## src/rtl/game_sequencer.sv

```systemverilog
// -----------------------------------------------------------------------------
// game_sequencer
// Round controller for FPGAppy Bird. Steps a round through IDLE -> PLAY ->
// DEAD (frozen hold) -> OVER -> IDLE. It gates the physics tick and the flap
// strobe toward the bird/pipe datapaths and holds them in reset while idle.
// It also keeps the running BCD score and the session best score.
//
// Parameters:
//   HOLD_TICKS   physics ticks the frame stays frozen after a death (1..255)
// Ports:
//   i_clk        system clock
//   i_rst        synchronous active-high reset
//   i_tick       physics-rate strobe (one cycle)
//   i_flap       synchronized flap button level
//   i_collide    collision level (pipe hit / out of bounds)
//   i_point      pipe-passed strobe (one cycle)
//   o_state      IDLE=0, PLAY=1, DEAD=2, OVER=3
//   o_world_rst  reset to bird and pipe datapaths
//   o_phys_tick  gated physics strobe
//   o_flap_pulse qualified flap strobe to the bird
//   o_score      current score, 4 packed BCD digits
//   o_best       best score this session, packed BCD
//   o_new_best   last finished round set a new best
// -----------------------------------------------------------------------------
module game_sequencer #(
    parameter int HOLD_TICKS = 50
) (
    input  logic        i_clk,
    input  logic        i_rst,
    input  logic        i_tick,
    input  logic        i_flap,
    input  logic        i_collide,
    input  logic        i_point,
    output logic [1:0]  o_state,
    output logic        o_world_rst,
    output logic        o_phys_tick,
    output logic        o_flap_pulse,
    output logic [15:0] o_score,
    output logic [15:0] o_best,
    output logic        o_new_best
);

    localparam logic [1:0] ST_IDLE = 2'd0;
    localparam logic [1:0] ST_PLAY = 2'd1;
    localparam logic [1:0] ST_DEAD = 2'd2;
    localparam logic [1:0] ST_OVER = 2'd3;

    localparam logic [7:0] HOLD_LAST = 8'(HOLD_TICKS);

    // Packed-BCD increment with decimal carry; holds at 9999 instead of wrapping.
    function automatic logic [15:0] bcd_inc(input logic [15:0] v);
        logic [15:0] r;
        logic        carry;
        r     = v;
        carry = 1'b1;
        for (int d = 0; d < 4; d++) begin
            if (carry) begin
                if (r[d*4 +: 4] == 4'd9) begin
                    r[d*4 +: 4] = 4'd0;
                    carry       = 1'b1;
                end else begin
                    r[d*4 +: 4] = r[d*4 +: 4] + 4'd1;
                    carry       = 1'b0;
                end
            end else begin
                carry = 1'b0;
            end
        end
        if (v == 16'h9999) begin
            r = v;
        end else begin
            r = r;
        end
        return r;
    endfunction

    logic [1:0]  state_r,      state_nxt_s;
    logic        flap_prev_r;
    logic [7:0]  hold_cnt_r,   hold_cnt_nxt_s;
    logic [15:0] score_r,      score_nxt_s;
    logic [15:0] best_r,       best_nxt_s;
    logic        new_best_r,   new_best_nxt_s;
    logic        flap_pulse_r, flap_pulse_nxt_s;
    logic        flap_edge_s;

    // Rising edge of the flap level; flap_prev_r resets high so a button
    // held through reset does not count as a press.
    assign flap_edge_s = i_flap & ~flap_prev_r;

    // Next-state, score, best and flap-pulse decisions for the current phase.
    always_comb begin
        state_nxt_s      = state_r;
        hold_cnt_nxt_s   = hold_cnt_r;
        score_nxt_s      = score_r;
        best_nxt_s       = best_r;
        new_best_nxt_s   = new_best_r;
        flap_pulse_nxt_s = 1'b0;
        case (state_r)
            ST_IDLE: begin
                // The starting press does not flap the bird.
                if (flap_edge_s) begin
                    state_nxt_s    = ST_PLAY;
                    score_nxt_s    = 16'h0000;
                    new_best_nxt_s = 1'b0;
                end else begin
                    state_nxt_s = ST_IDLE;
                end
            end
            ST_PLAY: begin
                // A collision outranks a same-cycle point or flap.
                if (i_collide) begin
                    state_nxt_s    = ST_DEAD;
                    hold_cnt_nxt_s = 8'd0;
                    if (score_r > best_r) begin
                        best_nxt_s     = score_r;
                        new_best_nxt_s = 1'b1;
                    end else begin
                        best_nxt_s = best_r;
                    end
                end else begin
                    flap_pulse_nxt_s = flap_edge_s;
                    if (i_point) begin
                        score_nxt_s = bcd_inc(score_r);
                    end else begin
                        score_nxt_s = score_r;
                    end
                end
            end
            ST_DEAD: begin
                if (i_tick) begin
                    hold_cnt_nxt_s = hold_cnt_r + 8'd1;
                    if ((hold_cnt_r + 8'd1) == HOLD_LAST) begin
                        state_nxt_s = ST_OVER;
                    end else begin
                        state_nxt_s = ST_DEAD;
                    end
                end else begin
                    hold_cnt_nxt_s = hold_cnt_r;
                end
            end
            ST_OVER: begin
                if (flap_edge_s) begin
                    state_nxt_s = ST_IDLE;
                end else begin
                    state_nxt_s = ST_OVER;
                end
            end
            default: begin
                state_nxt_s = ST_IDLE;
            end
        endcase
    end

    // State and datapath registers with synchronous reset.
    always_ff @(posedge i_clk) begin
        if (i_rst) begin
            state_r      <= ST_IDLE;
            flap_prev_r  <= 1'b1;
            hold_cnt_r   <= 8'd0;
            score_r      <= 16'h0000;
            best_r       <= 16'h0000;
            new_best_r   <= 1'b0;
            flap_pulse_r <= 1'b0;
        end else begin
            state_r      <= state_nxt_s;
            flap_prev_r  <= i_flap;
            hold_cnt_r   <= hold_cnt_nxt_s;
            score_r      <= score_nxt_s;
            best_r       <= best_nxt_s;
            new_best_r   <= new_best_nxt_s;
            flap_pulse_r <= flap_pulse_nxt_s;
        end
    end

    // Both terms of the tick gate are registered/strobed, so no glitches.
    assign o_phys_tick  = i_tick & (state_r == ST_PLAY);
    assign o_world_rst  = (state_r == ST_IDLE);
    assign o_state      = state_r;
    assign o_flap_pulse = flap_pulse_r;
    assign o_score      = score_r;
    assign o_best       = best_r;
    assign o_new_best   = new_best_r;

endmodule

```

## config.mk

```make
export PLATFORM = sky130hd
export DESIGN_NAME = game_sequencer
export DESIGN_NICKNAME = d
export VERILOG_FILES = /design/src/rtl/game_sequencer.sv
export SDC_FILE = /design/constraint.sdc
export NUM_CORES = 1
export LEC_CHECK = 0
export BUFFER_PORTS_ARGS = -buffer_cell sky130_fd_sc_hd__buf_2
export CORE_MARGIN = 10
export CORE_UTILIZATION = 30
export CTS_CLUSTER_SIZE = 16
export DETAILED_ROUTE_END_ITERATION = 7
export HOLD_SLACK_MARGIN = 0.08
export SLEW_MARGIN = 20
export SYNTH_ARGS = -nofsm -noshare
export SYNTH_HDL_FRONTEND = slang
export SYNTH_SLANG_ARGS = --single-unit
```

## constraint.sdc

```tcl
create_clock -name i_clk -period 2.4 [get_ports i_clk]
set_clock_uncertainty 0.2 [all_clocks]
set_input_delay 0.48 -clock i_clk [delete_from_list [all_inputs] [get_ports i_clk]]
set_output_delay 0.48 -clock i_clk [all_outputs]
set_load 0.02 [all_outputs]
```

; Word-level counts from Yosys, hierarchy flattened
; Index checks and enable logic that the tools add are counted.
[op_classes]
n_addsub = 5
order_cmp = 1
eq_ne = 19
n_mux = 39
bitwise = 4
reduce_logical = 12
[ops]
columns = cell, count
row1 = 16-bit 2-to-1 mux, 4
row2 = 16-bit one-hot mux with 2 select lines, 1
row3 = 4-bit 2-to-1 mux, 7
row4 = 1-bit 2-to-1 mux, 19
row5 = "2-bit != test, second input constant", 9
row6 = 6-bit AND reduction, 3
row7 = "4-bit by 1-bit adder with 4-bit output, second input constant", 4
row8 = "16-bit == test, second input constant", 1
row9 = "4-bit == test, second input constant", 4
row10 = 16-bit greater-than comparator, 1
row11 = 8-bit 2-to-1 mux, 2
row12 = 8-bit one-hot mux with 2 select lines, 1
row13 = "8-bit by 1-bit adder with 8-bit output, second input constant", 1
row14 = "8-bit by 6-bit == test with 1-bit output, second input constant", 1
row15 = 2-bit one-hot mux with 4 select lines, 1
row16 = 2-bit 2-to-1 mux, 3
row17 = 3-bit AND reduction, 2
row18 = 5-bit AND reduction, 1
row19 = "2-bit == test, second input constant", 2
row20 = 4-bit AND reduction, 1
row21 = 2-bit nonzero test, 2
row22 = 3-bit OR reduction, 1
row23 = 1-bit AND, 2
row24 = "2-bit by 1-bit == test with 1-bit output, second input constant", 1
row25 = other kinds (5), 6
[word_totals]
register_bits = 45
input_bits = 6
output_inout_bits = 38
word_cells = 90

; Logic depth before layout (Yosys ltp)
; Gate-level depths: netlist of run 1.
[depth]
depth_word = 18
depth_mapped = 8
ltp_nobuf = 7

; Worst setup path before layout of run 1
; No wires, ideal clock.
[synth_timing]
kind = register -> register
from = register best_r[14], in the netlist o_best[14]
to = register best_r[7], in the netlist o_best[7]
setup_ps = 89
arrival_time_ps = 2143
required_time_ps = 2111
path_slack_ps = -33
path_stages_with_launch = 9
path_buffers = 1
synth_period_minus_slack_ps = 2433
cell_sequence = dfxtp_1 > inv_1 > ha_1 > nand4_2 > or4_1 > a21oi_2 > nor3_2 > buf_6 > o32ai_4
[synth_between]
elab_chain_len = 2
[synth_lines]
columns = element, line
row1 = "start, declared", 81  ; logic [15:0] best_r, best_nxt_s;
row2 = "start signal, assigned", 169  ; best_r <= best_nxt_s;
row3 = 16-bit greater-than comparator, 114  ; if (score_r > best_r) begin
row4 = 3-bit AND reduction (no source line), n/a
; No other way between the ends.
; A chain may end at the register's enable or synchronous reset.

; Final worst setup path of run 1
[layout_timing]
from = register best_r[1], in the netlist o_best[1]
to = register best_r[15], in the netlist o_best[15]
; Same word-level chain as after synthesis.

==> key figures, run 1 <==
STA
  – Crit share post-route: 1.01
  – RSZ-0062 raised after global routing: true
  – Slew @ Worst Pin: about 570 ps
  – Final Hold Viols: 0
  – Setup ws final: -18.7 ps
  – Final number of max-transition violations: 0
  – Fmax achieved: 413 MHz
  – Final setup vio count: 2
  – Final worst path period need: ~2400 ps
  – Slew headroom: 0.621
  – Hold WS: roughly 200 ps

Floorplanning
  – Chip height: 115 um
  – IO Pins: 44
  – Core area: between 8000 and 9000 um^2
  – Row cnt: 34
  – Initial Util: 0.308
  – Die Footprint: roughly 13000 um^2
  – Chip width: roughly 110 um

Logic synthesis
  – Ys flop type: dfxtp_1
  – Synth Area per Inst: between 8 and 9 um^2
  – Mapped Area: 2690 um^2
  – FFs w/ async S/R, synth: 0
  – Synth cell types: 53
  – Register area share after synthesis: 0.336
  – Synth Warn #: 0
  – Mapped Nets: about 330
  – Post-Syn Instances: 300
  – Post-synth EDFFs: 0
  – Synth Register Bits: 45

Worst hold path
  – HP Class: primary input to flop

Drt
  – DR iter-0 viols: roughly 110
  – Avg WL per Cell: between 15 and 20 um
  – Drt first pass iters: 4
  – DRC Markers: 0
  – Drt via density: a little over 5
  – Via count: between 2000 and 2500
  – WL final: about 7900 um
  – ANT nets after route: 0

Worst setup path
  – Delay-heaviest family, CP: compound AO/OA/AOI/OAI gates
  – Highest cell delay on the worst timing path: approximately 510 ps
  – CP endpoint kind: flop
  – Crit Path Max Fanout: 8
  – Critical Path Start Type: flop
  – Req. time, crit path: 2420 ps
  – WP data arrival: between 2000 and 2500 ps
  – Crit path buf inv count: 2
  – Setup CP Type: flop to flop
  – Slowest CP cell: o41a_4
  – Cell breakdown of the critical path: inv_1 > ha_1 > nor2b_1 > o211ai_1 > a21oi_4 > buf_4 > o41a_4 > o32ai_1

Clock tree
  – Worst-Skew Late Latency: between 300 and 400 ps
  – CTS buffer count: 5
  – CTS tree: built
  – Root Driver: clkbuf_8
  – CTS Hold Bufs: 0
  – CTS max path bufs: 2
  – CTS sink cnt: 45
  – H-tree levels: 2
  – Clock slew at reported path FFs: 100 ps

Global routing
  – Overall routing resource usage: 0.111
  – Maximum number of pins on one net before global-route repair: 19
  – Vias in the first global route: around 2400
  – First-pass GRT wire length: 12000 um
  – Initial antenna violation count: 0
  – Total congestion overflow: 0

Final layout
  – Final #Nets: between 400 and 500
  – Antenna Cells: 0
  – Area grow syn2layout: 32.8%
  – Share of layout cells above drive strength 1: 0.347

Status
  – Violated checks: setup timing
  – Status: finished with violations

Place
  – Input/output buffers: 43
  – DPL Wire Length: 5530 um
  – Final Wtd Congestion: roughly 0.83

Pwr
  – Worst-case vdd ir drop: around 0.22 mV
  – Leakage: ~1.4 nW
  – Pwr Total: around 0.0018 W
  – PwrDens: 500 nW/um^2

Flow run
  – Max-cap viol count: 0
layer usage:
metal / track usage / share of wire / vias up
met1: 0.143 / 0.47 / 1186
met2: 0.178 / 0.46 / 60
met5: 0 / 0 / -
met3: 0.0304 / 0.062 / 10
met4: 0.0326 / 0.017 / 0
li1: - / - / 1226
cells in the mapped netlist, types with 2 or more instances:
cell      number  area share
nand3_1        8       0.015
inv_1         36       0.050
mux2i_1        2      0.0075
o32ai_2        7       0.042
a211oi_1       5       0.014
ha_1          26        0.12
a21o_1         2      0.0056
or3_1          5       0.012
nor3_1         5      0.0093
nor4_1         2      0.0047
nand2b_1       3      0.0070
and3b_1        3      0.0098
o21ai_2        2      0.0065
and2_1         4      0.0093
xnor2_1        8       0.026
nor2_1        19       0.027
buf_6          3       0.013
o32ai_1        7       0.023
a21oi_1       22       0.041
nand4_1        6       0.014
nor4b_1        3      0.0098
o211ai_1       4       0.011
or4_1          4       0.011
or2_2          3      0.0070
and3_1         2      0.0047
nand2_1       20       0.028
nand3b_1       7       0.020
clkbuf_1       3      0.0042
nor2b_1        3      0.0070
o21ai_0        9       0.017
dfxtp_1       45        0.34
final timing paths:
path	start	endpoint	slack, ps	depth (start not counted)
worst max-delay path	o_best[1]	o_best[15]	-20	8
worst min-delay path	i_flap	flap_prev_r	200	2
worst max register to register	o_best[1]	o_best[15]	-20	8
worst min register to register	o_new_best	o_new_best	270	2
power breakdown:
| group | internal (W) | switching, W |
|---|---|---|
| combinational | 0.000189 | 0.000232 |
| clock | 0.000313 | 0.000281 |
| sequential | 0.000757 | 0.0000122 |
cell families (layout without fill, tap and decap cells):
family | after synthesis | in the layout | synth area share
compound gates | 71 | 72 | 0.218
buf+inv | 44 | 115 | 0.0718
mux | 3 | 3 | 0.0116
flops | 45 | 45 | 0.336
simple gates | 103 | 103 | 0.216
fa+ha+maj | 26 | 26 | 0.121
xor+xnor | 8 | 8 | 0.0261
cell type report:
type / count / area [um^2]
Clock buffer: 6 / 72.6
Multi-Input combinational cell: 212 / 1780
Fill cell: 872 / 5160
Inverter: 36 / 135
Clock inverter: 2 / 38.8
Tap cell: 108 / 135
Timing Repair Buffer: 71 / 493
Sequential cell: 45 / 910
worst reg2reg max path, stage by stage (launching register included):
cell and delay (ps):
dfxtp_2 350, inv_1 50, ha_1 270, nor2b_1 130
o211ai_1 350, a21oi_4 130, buf_4 160, o41a_4 520
o32ai_1 160
timing repair:
item / CTS / global route
buffers inserted: 0 / 3
cloned: 0 / 3
endpoints found under the hold margin: 0 / 0
endpoints found under the setup margin: 15 / 21
pin swaps: 0 / 4
resized for setup: 8 / 26
placed cells by master, fill, tap and decap left out, types with 3 or more instances in the layout:
cell type and count:
dfxtp_2 7, nand2_1 19, o32ai_1 3, or2_2 3, nand4_1 6, o211ai_1 4, a211oi_1 4, inv_2 3
ha_1 22, and3b_1 3, nand2b_1 3, buf_4 22, nand3b_1 7, nor2_1 19, clkbuf_8 5, xnor2_1 8
nor3_1 4, ha_4 4, or3_1 4, o32ai_2 11, dfxtp_1 38, inv_1 33, and2_1 4, nand3_1 8
buf_2 43, a21oi_1 21, o21ai_0 9
metrics by stage:
step	std cells	setup slack, ps	setup TNS (ps)	util	cell area, um^2
global placement	466	-62.7	-812	0.365	3180
CTS	474	5.00	0	0.386	3360
global route	480	-61.8	-609	0.409	3560
floorplan	300	0.721	0	-	2690
finish	480	-18.7	-36.3	0.409	3560
detailed placement	466	-155	-1970	0.365	3180
flip-flops by register name, indices dropped and copies added (netlist names):
signal        count
o_new_best        1
o_flap_pulse      1
o_best           16
hold_cnt_r        8
o_state           2
flap_prev_r       1
o_score          16
Power figures use the tool's default switching activity.
==> run 2, diff against run 1 <==
--- a/config.mk
+++ b/config.mk
@@ -11,6 +11,7 @@
 export CTS_CLUSTER_SIZE = 16
 export DETAILED_ROUTE_END_ITERATION = 7
 export HOLD_SLACK_MARGIN = 0.08
+export REMOVE_ABC_BUFFERS = 1
 export SLEW_MARGIN = 20
 export SYNTH_ARGS = -nofsm -noshare
 export SYNTH_HDL_FRONTEND = slang
==> key figures, run 2 (synthesized netlist as in run 1, its figures left out) <==
Worst setup path
  – Crit Path Max Fanout: 8
  – Req. time, crit path: approximately 2400 ps
  – Setup slack, reg-to-reg: approximately 40 ps
  – Highest cell delay on the worst timing path: 550 ps
  – Critical Path Start Type: flop
  – Cell breakdown of the critical path: inv_1 > ha_4 > nand4_1 > or4_4 > a21oi_4 > nor3_4 > clkbuf_16 > o32ai_2
  – Reg2reg end: o_best[3]
  – WP data arrival: between 2000 and 2500 ps
  – Crit path buf inv count: 2
  – Delay-heaviest family, CP: simple AND/OR/NAND/NOR gates
  – Reg-to-Reg Start: o_best[9]
  – Setup CP Type: flop to flop
  – R2R cell count: 8
  – CP endpoint kind: flop
  – Slowest CP cell: or4_4

Global routing
  – Maximum number of pins on one net before global-route repair: 17
  – Overall routing resource usage: 0.112
  – First-pass GRT wire length: 12100 um
  – Initial antenna violation count: 0
  – Vias in the first global route: approximately 2400
  – Total congestion overflow: 0

Floorplanning
  – Chip width: about 110 um
  – Initial Util: 0.308
  – Chip height: ~110 um
  – Row cnt: 34
  – Die Footprint: 13100 um^2
  – Core area: approximately 8700 um^2
  – IO Pins: 44

Worst hold path
  – WHS Endpoint: o_flap_pulse
  – Worst hold start: i_collide
  – Hold depth: 2
  – HP Class: primary input to flop

Drt
  – ANT nets after route: 0
  – WL final: between 7000 and 8000 um
  – Drt via density: approximately 5.1
  – Via count: 2468
  – Drt first pass iters: 4
  – Avg WL per Cell: between 15 and 20 um
  – DR iter-0 viols: around 120
  – DRC Markers: 0

Final layout
  – Post-route insts no fill: about 480
  – Post-route cell area: 3600 um^2
  – Commonest cells after routing, fill and taps aside: buf_2 (43), dfxtp_1 (35), inv_1 (33)
  – Share of layout cells above drive strength 1: 0.373
  – Filler Cells Inserted: approximately 860
  – Area grow syn2layout: 34.2%
  – Commonest non-fill, non-tap cell in the layout: buf_2
  – Antenna Cells: 0
  – Final #Nets: around 410

Place
  – Placed Instances: 470
  – Placed Area: 3220 um^2
  – Final Wtd Congestion: just over 0.8
  – DPL Wire Length: 5660 um
  – Input/output buffers: 43

STA
  – Fmax achieved: 424 MHz
  – Hold WS: about 200 ps
  – Final Hold Viols: 0
  – Slew headroom: 0.618
  – Final setup vio count: 0
  – Final number of max-transition violations: 0
  – Final worst path period need: approximately 2400 ps
  – Crit share post-route: 0.983
  – Slew @ Worst Pin: 573 ps
  – RSZ-0062 raised after global routing: true

Clock tree
  – H-tree levels: 2
  – CTS buffer count: 5
  – CTS tree: built
  – CTS Hold Bufs: 0
  – Clock slew at reported path FFs: roughly 90 ps
  – CTS max path bufs: 2
  – CTS sink cnt: 45
  – Root Driver: clkbuf_8
  – Worst-Skew Late Latency: approximately 310 ps

Status
  – Status: completed

Pwr
  – Worst-case vdd ir drop: roughly 0.26 mV
  – Leakage: 1.43 nW
  – PwrDens: between 400 and 500 nW/um^2

Flow run
  – Max-cap viol count: 0
run 2: metal layers:
metal	GRT usage	up-vias	part of all wire
li1	-	1227	-
met1	0.139	1191	0.45
met2	0.188	43	0.49
met3	0.0325	7	0.046
met4	0.0251	0	0.0089
met5	0	-	0
run 2: what timing repair did:
action | CTS | global route
resized for setup | 9 | 34
cloned | 0 | 1
buffers inserted | 0 | 3
endpoints found under the hold margin | 0 | 0
setup endpoints to repair | 15 | 22
pin swaps | 0 | 4
run 2: cell type report:
| class | instances | area (um^2) | share of cell area |
|---|---|---|---|
| inverter | 36 | 135 | 0.0375 |
| tap | 108 | 135 | 0.0375 |
| multi-input combinational | 212 | 1850 | 0.512 |
| sequential | 45 | 913 | 0.253 |
| clock inverter | 1 | 7.51 | 0.00208 |
| clock buffer | 6 | 82.6 | 0.0229 |
| timing repair buffer | 73 | 483 | 0.134 |
run 2: worst max path at each step:
stage | startpoint | end | slack, ps | depth (start not counted)
after CTS | o_best[14] | o_best[2] | 0.7 | 8
after global routing | o_best[14] | o_best[3] | -50 | 8
after detailed placement | o_best[14] | o_best[2] | -140 | 7
after global placement | o_best[13] | o_best[3] | -70 | 7
final | o_best[9] | o_best[3] | 40 | 8
after floorplan | o_score[12] | o_best[0] | -320 | 6
run 2: report_power, final:
group          switching [W]  internal (W)  total (W)
combinational       0.000212      0.000169   0.000382
clock               0.000273      0.000228   0.000502
sequential         0.0000156      0.000758   0.000773
total               0.000501       0.00116    0.00166
run 2: stage by stage:
| step | power, W | utilization | setup TNS, ps | setup slack, ps |
|---|---|---|---|---|
| after global placement | 0.00109 | 0.369 | -890 | -68.7 |
| after detailed placement | 0.00110 | 0.369 | -1900 | -141 |
| after global routing | 0.00173 | 0.413 | -151 | -47.6 |
| final | 0.00166 | 0.413 | 0 | 40.4 |
| after CTS | 0.00161 | 0.389 | 0 | 0.745 |
| after floorplan | 0.000959 | - | -5000 | -320 |
